File: config.mk
export PLATFORM = sky130hd
export DESIGN_NAME = fifo_wr_arb
export DESIGN_NICKNAME = d
export VERILOG_FILES = /design/src/rtl/fifo_wr_arb_pkg.sv /design/src/rtl/fifo_wr_arb_rr_pick.sv /design/src/rtl/fifo_wr_arb.sv
export SDC_FILE = /design/constraint.sdc
export NUM_CORES = 1
export LEC_CHECK = 0
export ABC_AREA = 1
export CAP_MARGIN = 15
export CELL_PAD_IN_SITES_DETAIL_PLACEMENT = 0
export CELL_PAD_IN_SITES_GLOBAL_PLACEMENT = 2
export CORE_MARGIN = 4
export CORE_UTILIZATION = 17
export DETAILED_ROUTE_END_ITERATION = 10
export PLACE_DENSITY = 0.89
export SKIP_CTS_REPAIR_TIMING = 1
export SYNTH_ARGS = -nofsm -noshare
export SYNTH_HDL_FRONTEND = slang
export SYNTH_HIERARCHICAL = 1
export SYNTH_SLANG_ARGS = --single-unit
export TNS_END_PERCENT = 5
File: constraint.sdc
create_clock -name clk -period 2.26 [get_ports clk]
set_input_delay 0.452 -clock clk [delete_from_list [all_inputs] [get_ports clk]]
set_output_delay 0.452 -clock clk [all_outputs]
set_load 0.02 [all_outputs]
File: src/rtl/fifo_wr_arb_pkg.sv
// Shared types and default sizing for the FIFO write arbiter.
// Imported by the arbiter top and its round-robin picker.
package fifo_arb_pkg;

  typedef enum logic {
    IDLE  = 1'b0,
    BURST = 1'b1
  } state_t;

  localparam int DEF_NUM_REQ    = 4;
  localparam int DEF_DATA_WIDTH = 8;
  localparam int DEF_MAX_BURST  = 8;

endpackage

File: src/rtl/fifo_wr_arb_rr_pick.sv
// Round-robin pick: first set request at or above ptr, with wrap.
// Doubling the request vector turns the wrap into one priority scan.
module rr_pick #(
  parameter int NUM_REQ  = 4,
  parameter int ID_WIDTH = $clog2(NUM_REQ)
) (
  input  logic [NUM_REQ-1:0]  req,
  input  logic [ID_WIDTH-1:0] ptr,
  output logic                any,
  output logic [ID_WIDTH-1:0] idx
);

  logic [2*NUM_REQ-1:0] dbl;
  logic [2*NUM_REQ-1:0] mask;
  logic [2*NUM_REQ-1:0] hit;

  always_comb begin
    dbl  = {req, req};
    mask = {(2*NUM_REQ){1'b1}} << ptr;
    hit  = dbl & mask;
    any  = |req;
    idx  = '0;
    // scan downward so the lowest masked position wins
    for (int i = 2*NUM_REQ-1; i >= 0; i--) begin
      if (hit[i]) begin
        idx = ID_WIDTH'(i % NUM_REQ);
      end
    end
  end

endmodule

File: src/rtl/fifo_wr_arb.sv
// Round-robin burst arbiter sharing one sync FIFO write port.
// Grant held until a last beat or MAX_BURST beats transfer.
module fifo_wr_arb
  import fifo_arb_pkg::*;
#(
  parameter int NUM_REQ    = DEF_NUM_REQ,
  parameter int DATA_WIDTH = DEF_DATA_WIDTH,
  parameter int MAX_BURST  = DEF_MAX_BURST,
  parameter int ID_WIDTH   = $clog2(NUM_REQ),
  parameter int BEAT_WIDTH = $clog2(MAX_BURST+1)
) (
  input  logic                          clk,
  input  logic                          rst,
  input  logic [NUM_REQ-1:0]            req_valid,
  input  logic [NUM_REQ*DATA_WIDTH-1:0] req_data,
  input  logic [NUM_REQ-1:0]            req_last,
  output logic [NUM_REQ-1:0]            req_ready,
  input  logic                          fifo_full,
  output logic                          fifo_wen,
  output logic [DATA_WIDTH-1:0]         fifo_wdata,
  output logic                          grant_valid,
  output logic [ID_WIDTH-1:0]           grant_id,
  output logic [BEAT_WIDTH-1:0]         beat_cnt
);

  state_t              state;
  logic [ID_WIDTH-1:0] rr_ptr;
  logic [ID_WIDTH-1:0] nxt_ptr;
  logic [ID_WIDTH-1:0] pick_idx;
  logic                pick_any;
  logic                busy;
  logic                xfer;
  logic                cap_hit;
  logic                burst_end;

  rr_pick #(
    .NUM_REQ  (NUM_REQ),
    .ID_WIDTH (ID_WIDTH)
  ) u_pick (
    .req (req_valid),
    .ptr (rr_ptr),
    .any (pick_any),
    .idx (pick_idx)
  );

  assign busy        = (state == BURST);
  assign grant_valid = busy;

  always_comb begin
    req_ready = '0;
    for (int i = 0; i < NUM_REQ; i++) begin
      req_ready[i] = busy && !fifo_full &&
                     (grant_id == ID_WIDTH'(i));
    end
  end

  assign xfer       = req_valid[grant_id] & req_ready[grant_id];
  assign fifo_wen   = xfer;
  assign fifo_wdata = req_data[grant_id*DATA_WIDTH +: DATA_WIDTH];

  assign cap_hit   = (beat_cnt == BEAT_WIDTH'(MAX_BURST-1));
  assign burst_end = xfer & (req_last[grant_id] | cap_hit);

  always_comb begin
    nxt_ptr = grant_id + ID_WIDTH'(1);
    if (grant_id == ID_WIDTH'(NUM_REQ-1)) begin
      nxt_ptr = '0;
    end
  end

  always_ff @(posedge clk) begin
    if (rst) begin
      state    <= IDLE;
      rr_ptr   <= '0;
      grant_id <= '0;
      beat_cnt <= '0;
    end else begin
      unique case (state)
        IDLE: begin
          if (pick_any) begin
            state    <= BURST;
            grant_id <= pick_idx;
            beat_cnt <= '0;
          end
        end
        BURST: begin
          if (burst_end) begin
            state    <= IDLE;
            beat_cnt <= '0;
            rr_ptr   <= nxt_ptr;
          end else if (xfer) begin
            beat_cnt <= beat_cnt + BEAT_WIDTH'(1);
          end
        end
        default: state <= IDLE;
      endcase
    end
  end

endmodule

# == After elaboration in Yosys (flattened, before gate mapping) ==
# Cells that the tools add are included.
# classes
n_eq_ne,6
magnitude_cmp,1
add_sub_neg,2
bitwise_logic,5
shift,2
n_reduce_logical,11
n_mux,22
# op_table
op,count
$shiftx 32x6->8,1
$mux 2,9
$mux 4,3
$and 8x8->8,1
$pmux 4 s2,1
$shl 8x2->8 const A,1
$bmux 1 s2,3
$reduce_and 2->1,3
$logic_and 1x1->1,5
$mux 1,5
$add 4x1->4 const B,1
$eq 2x2->1 const B,2
$eq 4x3->1 const B,1
$reduce_or 4->1,1
$lt 2x3->1 const B,1
$ne 3x1->1 const B,1
$add 2x1->2 const B,1
$and 1x1->1,2
$eq 2x1->1 const B,1
$logic_not 2->1,1
$ne 2x2->1 const B,1
$pmux 1 s2,1
$logic_not 1->1,1
$not 1->1,1
$or 1x1->1,1
# totals
out_inout_bits,20
ff_bits,9
elab_cells,53
inputBits,43

# == Longest topological paths before layout ==
# depth
word_depth,10
ltp_mapped,11
depth_no_buf,9

# == Hierarchy ==
# The synthesis kept the hierarchy.
# modules_own_cells
module,cells_each,area_each_um2,seq_area_each_um2,instances
fifo_wr_arb,138,877.1,180.2,1
rr_pick,20,92.6,0.0,1

# == Worst setup path before layout ==
# Ideal clock, no wire load.
# synth_timing
path_type,reg-to-output
startpoint,register grant_id[0]
endpoint,output port fifo_wen
arrival_ps,1527
stages_incl_launch_ff,9
required_time_ps,1808
n_path_buf,2
slack_ps,281
path_cell_list,dfxtp_1 > inv_1 > buf_2 > buf_2 > ha_1 > nand3_2 > nand3_2 > nand2_2 > inv_2
# synth_via
elab_chain_len,5
elab_cells_between_ends,13
classes_between,eq/ne (3); mux (4); bitwise (1); reduce/logical (5)
# synth_rtl
item,line_no,text
"start, declared",fifo_wr_arb.sv:22,"output logic [ID_WIDTH-1:0] grant_id,"
"start signal, assigned",fifo_wr_arb.sv:82,grant_id <= pick_idx;
"$eq 2x1->1, or another cell as far along",fifo_wr_arb.sv:53,(grant_id == ID_WIDTH'(i));
$logic_and 1x1->1,fifo_wr_arb.sv:52,req_ready[i] = busy && !fifo_full &&
$bmux 1 s2,fifo_wr_arb.sv:57,assign xfer = req_valid[grant_id] & req_ready[grant_id];
$mux 1 (not written as such),fifo_wr_arb.sv:57,
$and 1x1->1 *,fifo_wr_arb.sv:57,
"end, declared",fifo_wr_arb.sv:19,"output logic fifo_wen,"
# Every way passes the cells marked *; elsewhere a longest branch is shown, timed or not. The select of a mux whose other input is x is not followed.

# == Worst setup path after layout ==
# layout_timing
startpoint,input port fifo_full
endpoint,output port fifo_wen
# layout_via
elab_chain_len,6
elab_cells_between_ends,9
classes_between,mux (2); bitwise (1); reduce/logical (6)
# layout_rtl
item,line_no,text
"start, declared",fifo_wr_arb.sv:18,"input logic fifo_full,"
$logic_not 1->1 *,fifo_wr_arb.sv:52,
$logic_and 1x1->1 *,fifo_wr_arb.sv:52,
$logic_and 1x1->1,fifo_wr_arb.sv:52,
$bmux 1 s2 *,fifo_wr_arb.sv:57,
$mux 1 (not written as such) *,fifo_wr_arb.sv:57,
$and 1x1->1 *,fifo_wr_arb.sv:57,
# Marked as above.

==> metrics.md <==
| Metric | Value |
|---|---|
| Setup WS post-layout | `182 ps` |
| XOR/XNOR Fraction of Synth Area | `0.00903` |
| Max-slew violations | `0` |
| Initial core utilization | `0.176` |
| Mapped Avg Cell Area | `6.14 um^2` |
| WL final | `3480 um` |
| Mux share of post-synthesis cell area | `0` |
| Total Power | `0.787 mW` |
| Synth warnings | `6` |
| Worst setup EP type | `primary output` |
| Initial antenna violation count | `0` |
| Pleak | `0.926 nW` |
| Distinct cells, synth | `24` |
| Placed cells | `299` |
| Final Instance Area | `1830 um^2` |
| Startpoint Class | `input port` |
| # clock sinks | `9` |
| Worst Hold Class | `register to register` |
| Tmin final | `2080 ps` |
| DR pass1 iterations | `4` |
| Post-synthesis adder-cell area fraction | `0.0645` |
| Root buffer cell | `clkbuf_8` |
| Synthesized instance count | `158` |
| Gp weighted congestion | `0.814` |
| Max cap viols | `0` |
| RSZ-0062 raised after global routing | `no` |
| Post-synthesis cell area | `970 um^2` |
| WP data arrival | `1630 ps` |
| End-of-flow core utilization | `0.332` |
| Fmax | `481 MHz` |
| First-pass GRT wire length | `5780 um` |
| Synth Area in Compound Gates | `0.204` |
| WHS | `498 ps` |
| Antenna Nets Post-Route | `0` |
| All-Layer GR Usage | `0.0987` |
| Area of the multi-input gates | `661 um^2` |
| Starting DRT DRC Count | `27` |
| Worst-path fanout max | `5` |
| Post-Synth Simple-Gate Area | `0.404` |
| Pin count of the biggest net entering global routing | `19` |
| Worst slew margin | `0.829` |
| Vias in the first global route | `1,247` |
| Clock insertion delay at the later pin of the skew report | `240 ps` |
| Fillcell total | `601` |
| Row count | `27` |
| Final Skew | `8.71 ps` |
| Worst flop-to-flop path startpoint | `grant_id[1]` |
| TritonCTS Buffers | `3` |
| Flop and latch count out of synthesis | `9` |
| Outcome | `finished clean` |
| H-tree Lvls | `1` |
| Setup CP Type | `input port to primary output` |
| Largest family of logic cells by synthesized area | `simple AND/OR/NAND/NOR gates` |
| Critical Path RT | `1810 ps` |
| Area Growth Syn to Fin | `88.3%` |
| Syn_nets | `206` |
| Die Span Y | `83.5 um` |
| Layout net count | `280` |
| Post-synthesis sequential area ratio | `0.186` |
| Port Buffers | `62` |
| DR vias/cell | `4.17` |
| TNS Setup | `0 ps` |
| CTS max path bufs | `2` |
| Setup violations, final | `0` |
| Seq. cell area | `180 um^2` |
| Hold_sp | `beat_cnt[1]` |
| Antenna diodes | `0` |
| Congestion Overflow GR | `0` |
| DRC Markers | `0` |
| Die Area | `6980 um^2` |
| Least-Margin Pin Slew | `256 ps` |
| Final std cells w/o fill | `303` |
| Die Wd | `83.5 um` |
| Tcrit/Tclk final | `0.919` |
| Total number of vias | `1,264` |
| Worst vdd ir | `272 uV` |
| IO Pins | `63` |
| Start point of the critical path | `fifo_full` |
| Clock slew at reported path FFs | `40 ps` |
| Wire per inst | `11.5 um` |
| DP Area | `1740 um^2` |
| CTS tree | `yes` |
| Share of layout cells above drive strength 1 | `0.160` |
| Hold Fails Final Rpt | `0` |
| Core area | `5510 um^2` |
| Setup WS pre-CTS | `-216 ps` |
| Post-DP HPWL | `2750 um` |
| Total power divided by cell area | `431 nW/um^2` |
-- state kept, by name, indices dropped and copies added, names as in the netlist --
register     flops
beat_cnt         4
grant_id         2
rr_ptr           2
grant_valid      1
-- cell usage in the layout (no fill, tap or decap), drive strengths merged --
master	count
o22ai	8
o21ai	18
or2	1
dfxtp	9
nor2	28
ha	5
inv	25
nand4	1
nand2	29
xor2	1
nand3b	2
nand3	14
dlymetal6s2s	13
clkbuf	3
buf	13
a21oi	10
nor3	1
clkinv	1
clkdlybuf4s50	49
-- cells in the mapped netlist --
| master | count | area (um^2) |
|---|---|---|
| nor2_1 | 25 | 93.8 |
| nor2_4 | 2 | 22.5 |
| nand2_2 | 4 | 25.0 |
| clkbuf_1 | 1 | 3.75 |
| dfxtp_1 | 9 | 180 |
| nand2_1 | 25 | 93.8 |
| ha_1 | 5 | 62.6 |
| buf_6 | 1 | 11.3 |
| or2_1 | 1 | 6.26 |
| inv_2 | 3 | 11.3 |
| o21ai_0 | 18 | 90.1 |
| buf_2 | 4 | 20.0 |
| nand3_2 | 7 | 70.1 |
| xor2_1 | 1 | 8.76 |
| a21oi_1 | 8 | 40.0 |
| o22ai_1 | 8 | 50.1 |
| nor3_1 | 1 | 5.00 |
| nand3b_1 | 2 | 15.0 |
| nor2_2 | 1 | 6.26 |
| nand4_1 | 1 | 6.26 |
| nand3_1 | 6 | 30.0 |
| a21oi_2 | 2 | 17.5 |
| inv_1 | 22 | 82.6 |
| nand3_4 | 1 | 17.5 |
-- power breakdown --
part | total (mW) | internal, mW | switching, mW | leakage, nW
Clock | 0.190 | 0.121 | 0.0692 | 0.0255
Combinational | 0.415 | 0.207 | 0.208 | 0.827
Sequential | 0.181 | 0.169 | 0.0120 | 0.0735
-- final timing paths --
check	to	slack [ps]	cells after the start
worst max-delay path	fifo_wen	180	7
worst min-delay path	beat_cnt[1]	500	2
worst max register to register	beat_cnt[3]	680	10
worst min register to register	beat_cnt[1]	500	2
-- cells by family after synthesis --
group                    Yosys count
flip-flops                         9
AND/OR/NAND/NOR                   76
XOR/XNOR                           1
adder cells (fa/ha/maj)            5
AO/OA/AOI/OAI                     36
buffers and inverters             31
-- worst max-delay path, stage by stage --
cell and delay (ps):
clkdlybuf4s50_1 440, nor2_4 180, nand3_1 100, nand3_2 100
nand2_2 80, inv_2 60, dlymetal6s2s_1 220
-- final cells by class --
type                       instances  share of cell area
clock buffer                       3              0.0226
clock inverter                     1             0.00274
multi-input combinational        118               0.362
timing repair buffer              75               0.413
sequential                         9              0.0987
tap                               72              0.0493
inverter                          25              0.0514
-- layer usage --
layer  global-route usage  share of wire
met2                0.157           0.43
met3               0.0286          0.070
met5                    0              0
met4               0.0307         0.0077
met1                0.129           0.49
Note: power is estimated with default switching activity, not from simulation.
